**src/rtl/keyboard_ctrl.sv**
```systemverilog
// Keypad latch sequencer: captures latched keys, pulses key_clear, encodes codes into a FIFO.
// Optional KBD_CTRL_RR_EN selects round-robin drain order (default: lowest index first).
`timescale 1ns/1ps
module keyboard_ctrl #(
  parameter int FIFO_DEPTH = 8,
  parameter int CLR_CYCLES = 4
) (
  input  logic        clk,
  input  logic        rst,
  input  logic [15:0] key_reg,
  output logic        key_clear,
  input  logic        rd_en,
  output logic [3:0]  rd_data,
  output logic        rd_valid,
  output logic        irq,
  output logic [4:0]  fifo_cnt,
  output logic        ovf,
  input  logic        ovf_clr,
  output logic [2:0]  state_dbg
);
  localparam int AW = $clog2(FIFO_DEPTH);
  localparam logic [4:0]  DEPTH5   = 5'(FIFO_DEPTH);
  localparam logic [15:0] CLR_LAST = 16'(CLR_CYCLES - 1);

  typedef enum logic [2:0] {IDLE, CAPTURE, CLEAR, SETTLE, DRAIN} state_e;

  state_e          state_q, state_d;
  logic [15:0]     sync1_q, key_sync_q;
  logic [15:0]     cnt_q, cnt_d;
  logic [15:0]     pending_q, pending_d;
  logic            key_clear_q;
  logic            push_req, push_ok, pop, full, empty;
  logic            grant_vld;
  logic [3:0]      grant_idx, idx;
  logic [3:0]      mem_q [FIFO_DEPTH];
  logic [AW-1:0]   wr_ptr_q, rd_ptr_q;
  logic [4:0]      fifo_cnt_q;
  logic            ovf_q;

  always_ff @(posedge clk or posedge rst) begin
    if (rst) begin
      sync1_q    <= '0;
      key_sync_q <= '0;
    end else begin
      sync1_q    <= key_reg;
      key_sync_q <= sync1_q;
    end
  end

`ifdef KBD_CTRL_RR_EN
  logic [3:0] rr_q;

  // Search starts one past the last grant; descending loop leaves the nearest hit.
  always_comb begin
    grant_vld = 1'b0;
    grant_idx = 4'd0;
    idx       = 4'd0;
    for (int i = 16; i >= 1; i--) begin
      idx = rr_q + 4'(i);
      if (pending_q[idx]) begin
        grant_vld = 1'b1;
        grant_idx = idx;
      end
    end
  end

  always_ff @(posedge clk or posedge rst) begin
    if (rst)           rr_q <= 4'd15;
    else if (push_req) rr_q <= grant_idx;
  end
`else
  always_comb begin
    grant_vld = 1'b0;
    grant_idx = 4'd0;
    idx       = 4'd0;
    for (int i = 15; i >= 0; i--) begin
      idx = 4'(i);
      if (pending_q[idx]) begin
        grant_vld = 1'b1;
        grant_idx = idx;
      end
    end
  end
`endif

  always_comb begin
    state_d   = state_q;
    cnt_d     = cnt_q;
    pending_d = pending_q;
    push_req  = 1'b0;
    case (state_q)
      IDLE: if (|key_sync_q) state_d = CAPTURE;
      CAPTURE: begin
        pending_d = pending_q | key_sync_q;
        cnt_d     = '0;
        state_d   = CLEAR;
      end
      CLEAR: begin
        pending_d = pending_q | key_sync_q;
        if (cnt_q == CLR_LAST) begin
          cnt_d   = '0;
          state_d = SETTLE;
        end else begin
          cnt_d = cnt_q + 16'd1;
        end
      end
      // Two quiet cycles let the cleared latch flush through the synchronizer.
      SETTLE: begin
        if (cnt_q == 16'd1) begin
          cnt_d   = '0;
          state_d = DRAIN;
        end else begin
          cnt_d = cnt_q + 16'd1;
        end
      end
      DRAIN: begin
        if (!grant_vld) begin
          state_d = IDLE;
        end else begin
          push_req             = 1'b1;
          pending_d[grant_idx] = 1'b0;
        end
      end
      default: state_d = IDLE;
    endcase
  end

  always_ff @(posedge clk or posedge rst) begin
    if (rst) begin
      state_q     <= IDLE;
      cnt_q       <= '0;
      pending_q   <= '0;
      key_clear_q <= 1'b0;
    end else begin
      state_q     <= state_d;
      cnt_q       <= cnt_d;
      pending_q   <= pending_d;
      key_clear_q <= (state_d == CLEAR);
    end
  end

  // A full FIFO still accepts a push when the head leaves in the same cycle.
  assign empty   = (fifo_cnt_q == 5'd0);
  assign full    = (fifo_cnt_q == DEPTH5);
  assign pop     = rd_en && !empty;
  assign push_ok = push_req && (!full || pop);

  always_ff @(posedge clk) begin
    if (push_ok) mem_q[wr_ptr_q] <= grant_idx;
  end

  always_ff @(posedge clk or posedge rst) begin
    if (rst) begin
      wr_ptr_q   <= '0;
      rd_ptr_q   <= '0;
      fifo_cnt_q <= '0;
      ovf_q      <= 1'b0;
    end else begin
      if (push_ok) wr_ptr_q <= wr_ptr_q + AW'(1);
      if (pop)     rd_ptr_q <= rd_ptr_q + AW'(1);
      if (push_ok && !pop)      fifo_cnt_q <= fifo_cnt_q + 5'd1;
      else if (!push_ok && pop) fifo_cnt_q <= fifo_cnt_q - 5'd1;
      if (ovf_clr)                  ovf_q <= 1'b0;
      else if (push_req && !push_ok) ovf_q <= 1'b1;
    end
  end

  assign key_clear = key_clear_q;
  assign rd_valid  = !empty;
  assign irq       = !empty;
  assign rd_data   = empty ? 4'd0 : mem_q[rd_ptr_q];
  assign fifo_cnt  = fifo_cnt_q;
  assign ovf       = ovf_q;
  assign state_dbg = state_q;
endmodule

```
**config.mk**
```make
export PLATFORM = sky130hd
export DESIGN_NAME = keyboard_ctrl
export DESIGN_NICKNAME = d
export VERILOG_FILES = /design/src/rtl/keyboard_ctrl.sv
export SDC_FILE = /design/constraint.sdc
export NUM_CORES = 1
export LEC_CHECK = 0
export CORE_MARGIN = 2
export CORE_UTILIZATION = 58
export DETAILED_ROUTE_END_ITERATION = 6
export PLACE_DENSITY_LB_ADDON = 0.25
export SKIP_CTS_REPAIR_TIMING = 1
export SLEW_MARGIN = 5
export SYNTH_ARGS = -nofsm -noshare
export SYNTH_HDL_FRONTEND = slang
export SYNTH_SLANG_ARGS = --single-unit
```
**constraint.sdc**
```tcl
create_clock -name clk -period 3.8 [get_ports clk]
set_clock_uncertainty 0.15 [all_clocks]
set_input_delay 1.14 -clock clk [delete_from_list [all_inputs] [get_ports clk]]
set_output_delay 1.14 -clock clk [all_outputs]
set_load 0.01 [all_outputs]
```
# Yosys cells after proc, flatten, opt, wreduce, memory -nomap -nowiden
# Memories as Yosys holds them, arrays and structs flattened.
# Index checks and enable logic that the tools add are counted.
word_totals:
  mem_bits_rw: 32
  input_bits: 20
  wordCells: 103
  mem_count: 1
  reg_bits: 80
  out_inout_bits: 16
memory_table:
  columns: ["name", "depth", "width", "rd", "rd_ports_with_merged_regs", "wr", "line_no", "source"]
  rows:
  - ["mem_q", 8, 4, 1, 0, 1, "35", "logic [3:0] mem_q [FIFO_DEPTH];"]
classes:
  n_reduce_logical: 20
  n_eq_ne: 9
  bitwise_logic: 3
  add_sub_neg: 5
  magnitude_cmp: 2
  muxes: 53
op_table:
  columns: ["cell", "count"]
  rows:
  - ["$mux 4", 17]
  - ["$mux 16", 3]
  - ["$pmux 16 s3", 1]
  - ["$pmux 16 s2", 1]
  - ["$mux 1", 23]
  - ["$add 16x1->16 const B", 1]
  - ["$and 16x16->16", 1]
  - ["$eq 16x1->1 const B", 1]
  - ["$eq 16x2->1 const B", 1]
  - ["$not 16->16", 1]
  - ["$or 16x16->16", 1]
  - ["$reduce_or 16->1", 1]
  - ["$pmux 3 s5", 1]
  - ["$mux 3", 4]
  - ["$mux 5", 2]
  - ["$eq 3x2->1 const B", 3]
  - ["$add 3x1->3 const B", 2]
  - ["$logic_and 1x1->1", 6]
  - ["$reduce_bool 2->1", 3]
  - ["$add 5x1->5 const B", 1]
  - ["$eq 5x4->1 const B", 1]
  - ["$logic_not 5->1", 1]
  - ["$lt 4x5->1 const B", 1]
  - ["$sub 5x1->5 const B", 1]
  - ["other kinds (11)", 14]

# Logic depth before layout (Yosys ltp)
depth:
  word_depth: 24
  mapped_depth: 12

# Worst setup path after synthesis
# OpenSTA, ideal clock, no wires.
synth_timing:
  path_kind: "input to register"
  startpoint: "input rd_en"
  endpoint: "register fifo_cnt_q[4] (netlist: fifo_cnt[4])"
  arrival_time_ns: 2.828
  setup_ns: 0.126
  slack_ns: 0.696
  path_stages: 11
  required_ns: 3.524
  path_cell_list: "nand3b_1 -> nand4_1 -> inv_1 -> ha_1 -> inv_1 -> fa_1 -> a21o_1 -> a21oi_1 -> xnor2_1 -> nor2_1 -> xor2_1"
synth_between:
  elab_chain_cells: 6
synth_rtl:
  columns: ["item", "line_no", "source"]
  rows:
  - ["from (decl)", "12", "input logic rd_en,"]
  - ["$logic_and 1x1->1 (*)", "145", "assign pop = rd_en && !empty;"]
  - ["$logic_or 1x1->1 (*)", "146", "assign push_ok = push_req && (!full || pop);"]
  - ["$logic_and 1x1->1 (*)", "146", null]
  - ["via push_ok", "32", "logic push_req, push_ok, pop, full, empty;"]
  - ["$logic_not 1->1", "162", "else if (!push_ok && pop) fifo_cnt_q <= fifo_cnt_q - 5'd1;"]
  - ["$logic_and 1x1->1", "162", null]
  - ["$reduce_bool 2->1 (no line)", null, null]
  - ["to (signal assigned)", "161", "if (push_ok && !pop) fifo_cnt_q <= fifo_cnt_q + 5'd1;"]
  - ["to (signal assigned)", "162", null]
  - ["to (decl)", "37", "logic [4:0] fifo_cnt_q;"]
# Mark *: on every way through the listed nets, which the timed path passes. The rest lies on a longest branch.
# A chain may end at the register's enable or synchronous reset.

# Worst setup path in the final report
layout_timing:
  startpoint: "register rd_ptr_q[0]"
  endpoint: "output rd_data[0]"
layout_between:
  elab_chain_cells: 2
layout_rtl:
  columns: ["item", "line_no", "source"]
  rows:
  - ["from (decl)", "36", "logic [AW-1:0] wr_ptr_q, rd_ptr_q;"]
  - ["from (signal assigned)", "160", "if (pop) rd_ptr_q <= rd_ptr_q + AW'(1);"]
  - ["$mem_v2 8x4", null, null]
  - ["$mux 4", "171", "assign rd_data = empty ? 4'd0 : mem_q[rd_ptr_q];"]
  - ["to (decl)", "13", "output logic [3:0] rd_data,"]
# No other way between the ends.

==> impl_metrics.csv <==
group,metric,value,unit
final_layout,layout_cells_sized_above_1,11.0,%
critical_path,reg2reg_from,"fifo_cnt[0]",
global_routing,pin_count_of_the_biggest_net_entering_global_routing,81,
min_path,hold_path_class,"reg -> reg",
critical_path,cp_num_cells,4,
timing,final_min_period_over_clock_period,95.3,%
critical_path,critPathKind,"reg -> out",
die,fp.coreArea,8090,um2
placed_design,gp_routability_congestion,0.857,
routing,wirelength,8580,um
routing,wl_met2,4180,um
final_layout,finish.instance_area,5410,um2
logic_synthesis,post_synth_num_cell_types,53,
logic_synthesis,yosys_warnings,0,
power_and_ir_drop,power_switching_share,34.4,%
die,fp.dieW,94.7,um
critical_path,timing.reg2reg.worst_path_depth,12,
timing,highest_clock_rate,276,MHz
cts,cts-root-to-sink-buffers,2,
cts,cts_tree,"built",
cts,clockRootBuffer,"clkbuf_8",
critical_path,setup.worst_path.start_class,"flop",
logic_synthesis,synth_seq_cells,112,
critical_path,critical_path_peak_fanout,9,
routing,route.vias.total,3054,
final_layout,register_area,2960,um2
cts,cts.reportedPaths.clkPinSlew,0.10,ns
placed_design,dp_cells,516,
routing,post_drt_wl_per_cell,16.1,um
power_and_ir_drop,p_int,2.15,mW
die,effective_utilization_at_floorplan,59.0,%
placed_design,placement.cell_area,5240,um2
timing,finalWorstSetupSlack,0.179,ns
die,die_height,94.7,um
final_layout,n_fill_cell,615,
routing,final_antenna_net_count,0,
outcome,run_status,"finished clean",
cts,tritoncts_num_sinks,112,
critical_path,critPathTopFamily,"multiplexers",
timing,unrepaired_setup_endpoints_after_global_routing,"no",
routing,drt_first_iter_violations,252,
routing,met3_length,455,um
final_layout,syn2layout_area_growth,13.4,%
global_routing,antenna_found_initial,0,
power_and_ir_drop,sequential_share_of_power,47.8,%
power_and_ir_drop,combPwrFrac,32.1,%
cts,clkLatencyLatePin,0.38,ns
logic_synthesis,syn-cell-area,4780,um2
flow_run,max-cap-violations,0,
critical_path,crit_path_max_incr_delay,0.67,ns
logic_synthesis,post_synthesis_cells,384,
final_layout,num_antenna_cells,0,
critical_path,crit_arrival,2.33,ns
placed_design,dpl.hpwl,6120,um
final_layout,layoutNonFillerInstCount,532,
timing,setup_total_negative_slack,0,ns
logic_synthesis,avgSynthCellArea,12.4,um2
routing,detailedRoute.firstPassIterationCount,4,
global_routing,globalRoute.totalOverflow,0,
routing,wire_length_on_met1,3820,um
die,rows,33,
timing,timing.slew.headroom,31.6,%
critical_path,critical_path.endpoint,"rd_data[0]",
global_routing,global_route_wire_length_before_repair,14600,um
timing,setup_viol_count_final,0,
critical_path,critical_path.reg2reg.endpoint,"fifo_cnt[4]",
timing,max_slew.worst_pin.slew,1.02,ns
die,die_area,8980,um2
routing,routed_via_density,5.74,
placed_design,place.port_buffers,35,
power_and_ir_drop,power.leakage,2.13,nW
cts,inserted_clock_buffers,9,
final_layout,multi_input_combinational_cell_area,1690,um2
global_routing,first_global_vias,2995,
logic_synthesis,dominantRegCellSynth,"dfrtp_1",
critical_path,path_cells,"mux4_2 -> mux2i_1 -> nor2_1 -> clkdlybuf4s50_1",
timing,finalHoldViolations,0,
power_and_ir_drop,cellPowerDensity,604,nW/um2
timing,layout_min_cycle_time,3.62,ns
cts,ctsHtreeMaxLevel,3,
critical_path,critical_path_buf_inv_count,1,
critical_path,worst_reg2reg_setup_slack,0.72,ns
logic_synthesis,number_of_synthesized_flops_with_an_enable_pin,32,
placed_design,setup_ws_pre_cts,0.0250,ns
logic_synthesis,syn_nets,413,
logic_synthesis,synth_async_sr_flop_share,71.4,%
critical_path,endpoint_kind,"output pin",
die,ioPinCount,36,
logic_synthesis,seq_total_area_yosys,62.0,%
critical_path,cp.required,2.51,ns
power_and_ir_drop,p_clk_share,20.0,%
critical_path,crit_path_top_delay_cell,"dfrtp_1",
critical_path,worstSetupStartpoint,"rd_ptr_q[0]",
global_routing,grt.total_usage,21.4,%
routing,dr.max_layer_used,"met4",
power_and_ir_drop,power.ir.vdd_worst,0.297,mV
final_layout,final_net_count,451,
timing,finalMaxSlewViolations,0,
power_and_ir_drop,net_sw_power,1.12,mW
routing,post-route-drc-count,0,
cells by family (layout without fill, tap and decap cells):
group,count (synthesis),count (layout),share of synthesized area [%]
AND/OR/NAND/NOR,120,120,13.7
flip-flops,112,112,62.0
AO/OA/AOI/OAI,85,85,10.9
buffers and inverters,28,71,2.67
multiplexers,18,18,5.95
XOR/XNOR,12,12,2.20
adder cells (fa/ha/maj),9,9,2.52
power by group through the flow:
stage	registers, mW	logic [mW]	clock network [mW]
detailed placement	1.59	1.06	0
global placement	1.59	1.03	0
global route	1.59	1.19	0.717
finish	1.56	1.05	0.655
floorplan	1.51	0.780	0
CTS	1.56	1.06	0.670
cell usage in the layout, fill, tap and decap left out, drive strengths merged, types with 2 or more instances in the layout:
master and count:
inv 19, clkdlybuf4s50 35, nor3 8, mux2i 7, mux4 8, o221ai 2
nor2 31, o22ai 3, nand4 6, xnor2 8, a41oi 2, buf 5
a31oi 9, dfrtp 80, and2 2, or3 4, nand2 28, o31ai 2
a21o 5, clkbuf 9, or3b 2, mux2 3, a21oi 40, ha 8
nand2b 6, nor2b 3, clkinv 3, edfxtp 32, a22o 2, o21a 3
nand3 9, o21ai 14, nor4 15, xor2 4
metal layers:
metal	global-route usage, %	up-vias
li1	-	1480
met1	29.9	1482
met2	33.7	81
met3	4.15	11
met4	7.61	0
met5	0	-
stage by stage:
stage	utilization, %	hold WS, ns	power, mW
global route	66.9	0.213	3.50
detailed placement	64.7	0.185	2.65
CTS	66.9	0.208	3.30
global placement	64.7	0.182	2.61
floorplan	-	0.181	2.29
finish	66.9	0.207	3.27
Yosys cell counts, drive strengths merged (2+ instances only):
| master | instances | area share (%) |
|---|---|---|
| mux2 | 3 | 0.71 |
| xnor2 | 8 | 1.5 |
| mux4 | 8 | 3.8 |
| clkbuf | 4 | 0.31 |
| nand3 | 9 | 0.94 |
| ha | 8 | 2.1 |
| nor2 | 31 | 2.4 |
| buf | 9 | 1.2 |
| a31oi | 9 | 1.2 |
| nor2b | 3 | 0.39 |
| a22o | 2 | 0.37 |
| dfrtp | 80 | 42 |
| or3 | 4 | 0.52 |
| nand2b | 6 | 0.79 |
| a21oi | 40 | 4.3 |
| o21ai | 14 | 1.5 |
| o22ai | 3 | 0.39 |
| nand2 | 28 | 2.2 |
| o31ai | 2 | 0.31 |
| nand4 | 6 | 0.79 |
| a41oi | 2 | 0.52 |
| inv | 15 | 1.2 |
| nor3 | 8 | 0.94 |
| o21a | 3 | 0.47 |
| or3b | 2 | 0.42 |
| o221ai | 2 | 0.50 |
| and2 | 2 | 0.29 |
| edfxtp | 32 | 20 |
| nor4 | 15 | 3.0 |
| xor2 | 4 | 0.73 |
| mux2i | 7 | 1.5 |
| a21o | 5 | 0.81 |
worst min-delay path by stage:
stage	from	to	slack [ns]	depth (start not counted)
2_1_floorplan	sync1_q[0]	key_sync_q[0]	0.18	0
3_3_place_gp	sync1_q[10]	key_sync_q[10]	0.18	0
3_5_place_dp	sync1_q[2]	key_sync_q[2]	0.18	0
4_1_cts	sync1_q[2]	key_sync_q[2]	0.21	0
5_1_grt	sync1_q[5]	key_sync_q[5]	0.21	0
6_report	sync1_q[10]	key_sync_q[10]	0.21	0
registers in the layout, indices dropped and copies added (netlist names):
name,cells
cnt_q,16
state_dbg,3
rd_ptr_q,3
ovf,1
mem_q,32
wr_ptr_q,3
sync1_q,16
pending_q,16
key_clear,1
fifo_cnt,5
key_sync_q,16
final cells by class:
class,count,area share [%]
Multi-Input combinational cell,244,31.1
Inverter,15,1.04
Timing Repair Buffer,40,7.40
Tap cell,105,2.43
Clock inverter,7,0.994
Sequential cell,112,54.7
Clock buffer,9,2.29
(Power assumes the default switching activity.)
==> RTL edit 1: new RTL, same settings <==
The parameter `FIFO_DEPTH` goes from 8 to 16.
--- a/src/rtl/keyboard_ctrl.sv
+++ b/src/rtl/keyboard_ctrl.sv
@@ -3,5 +3,5 @@
 `timescale 1ns/1ps
 module keyboard_ctrl #(
-  parameter int FIFO_DEPTH = 8,
+  parameter int FIFO_DEPTH = 16,
   parameter int CLR_CYCLES = 4
 ) (
Formal check against the unedited RTL: same outputs for any inputs over 10 cycles, from zero or initial values and one cycle with rst high; that may be too few to reach the edited logic, so the function may still have changed.
==> RTL edit 1 against the unedited design <==
- synthesized cell count rose by 19%
- worst setup slack improved by 0.14 ns
- power grew 52%
- routed wire length up 42%
- area after synthesis grew 29%
- clock power rose by 140%
- sequential cell count grew 34
- cell area increased by 36%
- critical path type unchanged
- largest power group unchanged
- highest routed layer unchanged
==> RTL edit 1: results (changes against the unedited design) <==
| Metric | Value |
|---|---|
| Syn Area/Cell | 13.5 um2 (+8.9%) |
| Status | complete, no violations |
| Flop2flop setup slack | 0.76 ns (+0.04 ns) |
| GRT Total Usage | 22.8% (+1.4 points) |
| Max rail drop VDD | 0.445 mV (+50%) |
| Max stage delay on crit path | 0.53 ns (-0.14 ns) |
| Cts bufs inserted | 17 (+8) |
| Seq/Total Area, Yosys | 64.3% (+2.3 points) |
| Met1 global-route usage | 28.6% (-1.3 points) |
| Layout cells sized above 1 | 16.9% (+5.9 points) |
| Initial DRC count | 365 (+45%) |
| Via count | 3836 (+26%) |
| Gpl congestion | 0.867 (+1.2%) |
| Crit path DAT | 2.19 ns (-0.14 ns) |
| Yosys cell types | 59 (+11%) |
| Top post-synthesis cells by count | dfrtp_1, edfxtp_1, a21oi_1 |
| Post-Synth Adder-Cell Area | 2.55% (+0.038 points) |
| Syn nets | 488 (+18%) |
| Compound-Gate Fraction of Synth Area | 7.50% (-3.4 points) |
| Psw | 1590 uW (+41%) |
| DP Area | 0.00670 mm2 (+28%) |
| Largest register FFs | 64 (+100%) |
| Non-filler cells, final | 656 (+23%) |
| Sequential share of power | 41.5% (-6.3 points) |
| H-tree depth | 4 (+1) |
| Global-route wire length before repair | 19.7 mm (+35%) |
| Fmax | 0.287 GHz (+4.0%) |
| Reg clk slew, reported paths | 0.07 ns (-0.03 ns) |
| Worst-Skew Late Latency | 0.51 ns (+0.13 ns) |
## RTL edit 1: cell count changes after synthesis, sizes merged, moves of 4 or more
cell | unedited run | this run
nand2 | 28 | 34
a31oi | 9 | 2
mux4 | 8 | 16
edfxtp | 32 | 64
o21ai | 14 | 18
nand3 | 9 | 15
nor3b | 1 | 5
and2 | 2 | 10
nor4b | 0 | 4
nor2 | 31 | 27
## RTL edit 1: worst reg2reg max path, stage by stage (launching register included)
cell      delay [ns]
dfrtp_1         0.46
nor4_2          0.35
nand2b_1        0.20
buf_4           0.19
nand2_1         0.14
ha_1            0.21
inv_1           0.11
fa_1            0.42
a21o_1          0.17
a21oi_1         0.17
xnor2_1         0.13
nor2_1          0.06
xor2_1          0.14
## RTL edit 1: cell type report
cell class	count	area [um2]	area share (%)
Tap cell	136	170	2.32
Sequential cell	146	3980	54.1
Timing Repair Buffer	48	500	6.81
Inverter	12	46.3	0.630
Clock buffer	18	419	5.70
Clock inverter	14	146	1.99
Multi-Input combinational cell	282	2090	28.4
==> RTL edit 2: new RTL, same settings <==
Made on the original files. The output `key_clear` loses its register stage (`key_clear_q` becomes a continuous assignment).
--- a/src/rtl/keyboard_ctrl.sv
+++ b/src/rtl/keyboard_ctrl.sv
@@ -131,12 +131,12 @@
       cnt_q       <= '0;
       pending_q   <= '0;
-      key_clear_q <= 1'b0;
     end else begin
       state_q     <= state_d;
       cnt_q       <= cnt_d;
       pending_q   <= pending_d;
-      key_clear_q <= (state_d == CLEAR);
     end
   end
+
+  assign key_clear_q = (state_d == CLEAR);
 
   // A full FIFO still accepts a push when the head leaves in the same cycle.
Check against the original RTL: not equivalent (a bounded check fails within 4 cycles, from zero or initial values and one cycle with rst high).
==> RTL edit 2 against the unedited design <==
- count of clock-buffer cells in the layout did not move
- cell area rose by 0.21%
- worst hold slack improved by 0.0033 ns
- highest routed layer unchanged
- area after synthesis fell by 0.52%
- worst setup slack improved by 0.031 ns
- sequential cell count fell by 1
- routed wire length fell by 1.7%
- power rose by 2.5%
- critical path type unchanged
==> RTL edit 2: results (changes against the unedited design) <==
| Metric | Value |
|---|---|
| Initial DRC count | 132 (-48%) |
| Buffers on Ports | 35 (unchanged) |
| Largest net degree at the start of global routing | 80 (-1.2%) |
| Reg clk slew, reported paths | 0.12 ns (+0.02 ns) |
| Status | complete, no violations |
| # diodes | 0 (unchanged) |
| Yosys Warn Count | 0 (unchanged) |
| R2r worst-path depth | 12 (unchanged) |
| Via-to-Cell Ratio | 5.85 (+1.8%) |
| Max rail drop VDD | 0.451 mV (+52%) |
| Fill cell count | 620 (+0.81%) |
| P_leak | 0.00212 uW (-0.18%) |
| Final WL | 8.44 mm (-1.7%) |
| Largest register FFs | 32 (unchanged) |
| GRT Total Usage | 21.4% (+0.036 points) |
| Syn nets | 412 (-0.24%) |
| Crit path DAT | 2.30 ns (-0.03 ns) |
| Critical path's slowest cell | mux4_2 |
| DP Area | 0.00521 mm2 (-0.48%) |
| Hold Crit Class | reg -> reg |
| H-tree depth | 3 (unchanged) |
| DP HPWL | 5.92 mm (-3.2%) |
| Seq/Total Area, Yosys | 61.8% (-0.20 points) |
| Gpl congestion | 0.869 (+1.4%) |
| Place WS | 0.0266 ns (+0.00159 ns) |
| Drt first pass iters | 4 (unchanged) |
| Async SR Flop Fraction | 71.2% (-0.26 points) |
| Max stage delay on crit path | 0.57 ns (-0.10 ns) |
| Clk root buf | clkbuf_8 |
| Max-cap violations | 0 (unchanged) |
| Global-route wire length before repair | 14.5 mm (-1.0%) |
| Final net count | 450 (-0.22%) |
| Synth top area cells | dfrtp_1, edfxtp_1, a21oi_1 |
| Worst-Skew Late Latency | 0.39 ns |
| Top post-synthesis cells by count | dfrtp_1, a21oi_1, edfxtp_1 |
| Vias in the first global route | 3035 (+1.3%) |
| Cts bufs inserted | 9 (unchanged) |
| Most flops, register | mem_q |
| Layout cells sized above 1 | 11.5% (+0.50 points) |
| Antenna violations before repair | 0 (unchanged) |
| Cell depth of the worst hold path | 0 (unchanged) |
| Max Buffers Root-to-Sink | 2 (unchanged) |
| Post-synth EDFFs | 32 (unchanged) |
| Worst-Margin Slew | 0.902 ns (-0.115 ns) |
| Worst-path fanout max | 9 (unchanged) |
| Yosys cell types | 53 (unchanged) |
-- RTL edit 2: kinds of logic after synthesis --
kind of cell,Yosys count,share of synthesized area [%]
xor+xnor,12,2.21
simple gates,120,13.8
flops,111,61.8
compound gates,85,11.0
buf+inv,28,2.69
fa+ha+maj,9,2.53
mux,18,5.98
-- RTL edit 2: critical path, delay by kind of cell (launching register included) --
family	cells	cell delay, ns
buffers and inverters	1	0.48
multiplexers	2	0.81
flip-flops	1	0.56
AND/OR/NAND/NOR	1	0.07
-- RTL edit 2: path summary, 6_finish.rpt --
| check | from | to | slack, ns |
|---|---|---|---|
| setup reg to reg | fifo_cnt[0] | fifo_cnt[4] | 0.75 |
| max in group asynchronous | rst | rd_ptr_q[0] | 2.16 |
| hold reg to reg | sync1_q[0] | key_sync_q[0] | 0.21 |
| hold / removal | sync1_q[0] | key_sync_q[0] | 0.21 |
| min in group asynchronous | rst | cnt_q[0] | 1.00 |
| setup / recovery | rd_ptr_q[0] | rd_data[1] | 0.21 |
-- RTL edit 2: area by class of cell --
class                   instances  area share, %
multi-input cells             244           31.1
repair buffers                 40           7.38
clock inverters                 7           1.64
clock buffers                   9           2.28
inverters                      15           1.04
well taps                     105           2.42
flip-flops and latches        111           54.2
-- RTL edit 2: power by group --
group	switching [uW]	internal, uW
Combinational	525	542
Sequential	205	1350
Clock	456	275
-- RTL edit 2: routing by layer --
metal | GRT usage (%) | wire (um) | vias to the layer above
li1 | - | - | 1479
met1 | 28.0 | 3750 | 1524
met2 | 35.2 | 4100 | 90
met3 | 5.03 | 443 | 11
met4 | 7.97 | 144 | 0
met5 | 0 | 0 | -
-- RTL edit 2: stage by stage --
stage	utilization, %	hold slack (ns)	std cells
after floorplan	-	0.181	383
after global routing	67.0	0.219	531
after global placement	64.4	0.183	515
final	67.0	0.210	531
after CTS	67.0	0.208	531
after detailed placement	64.4	0.186	515
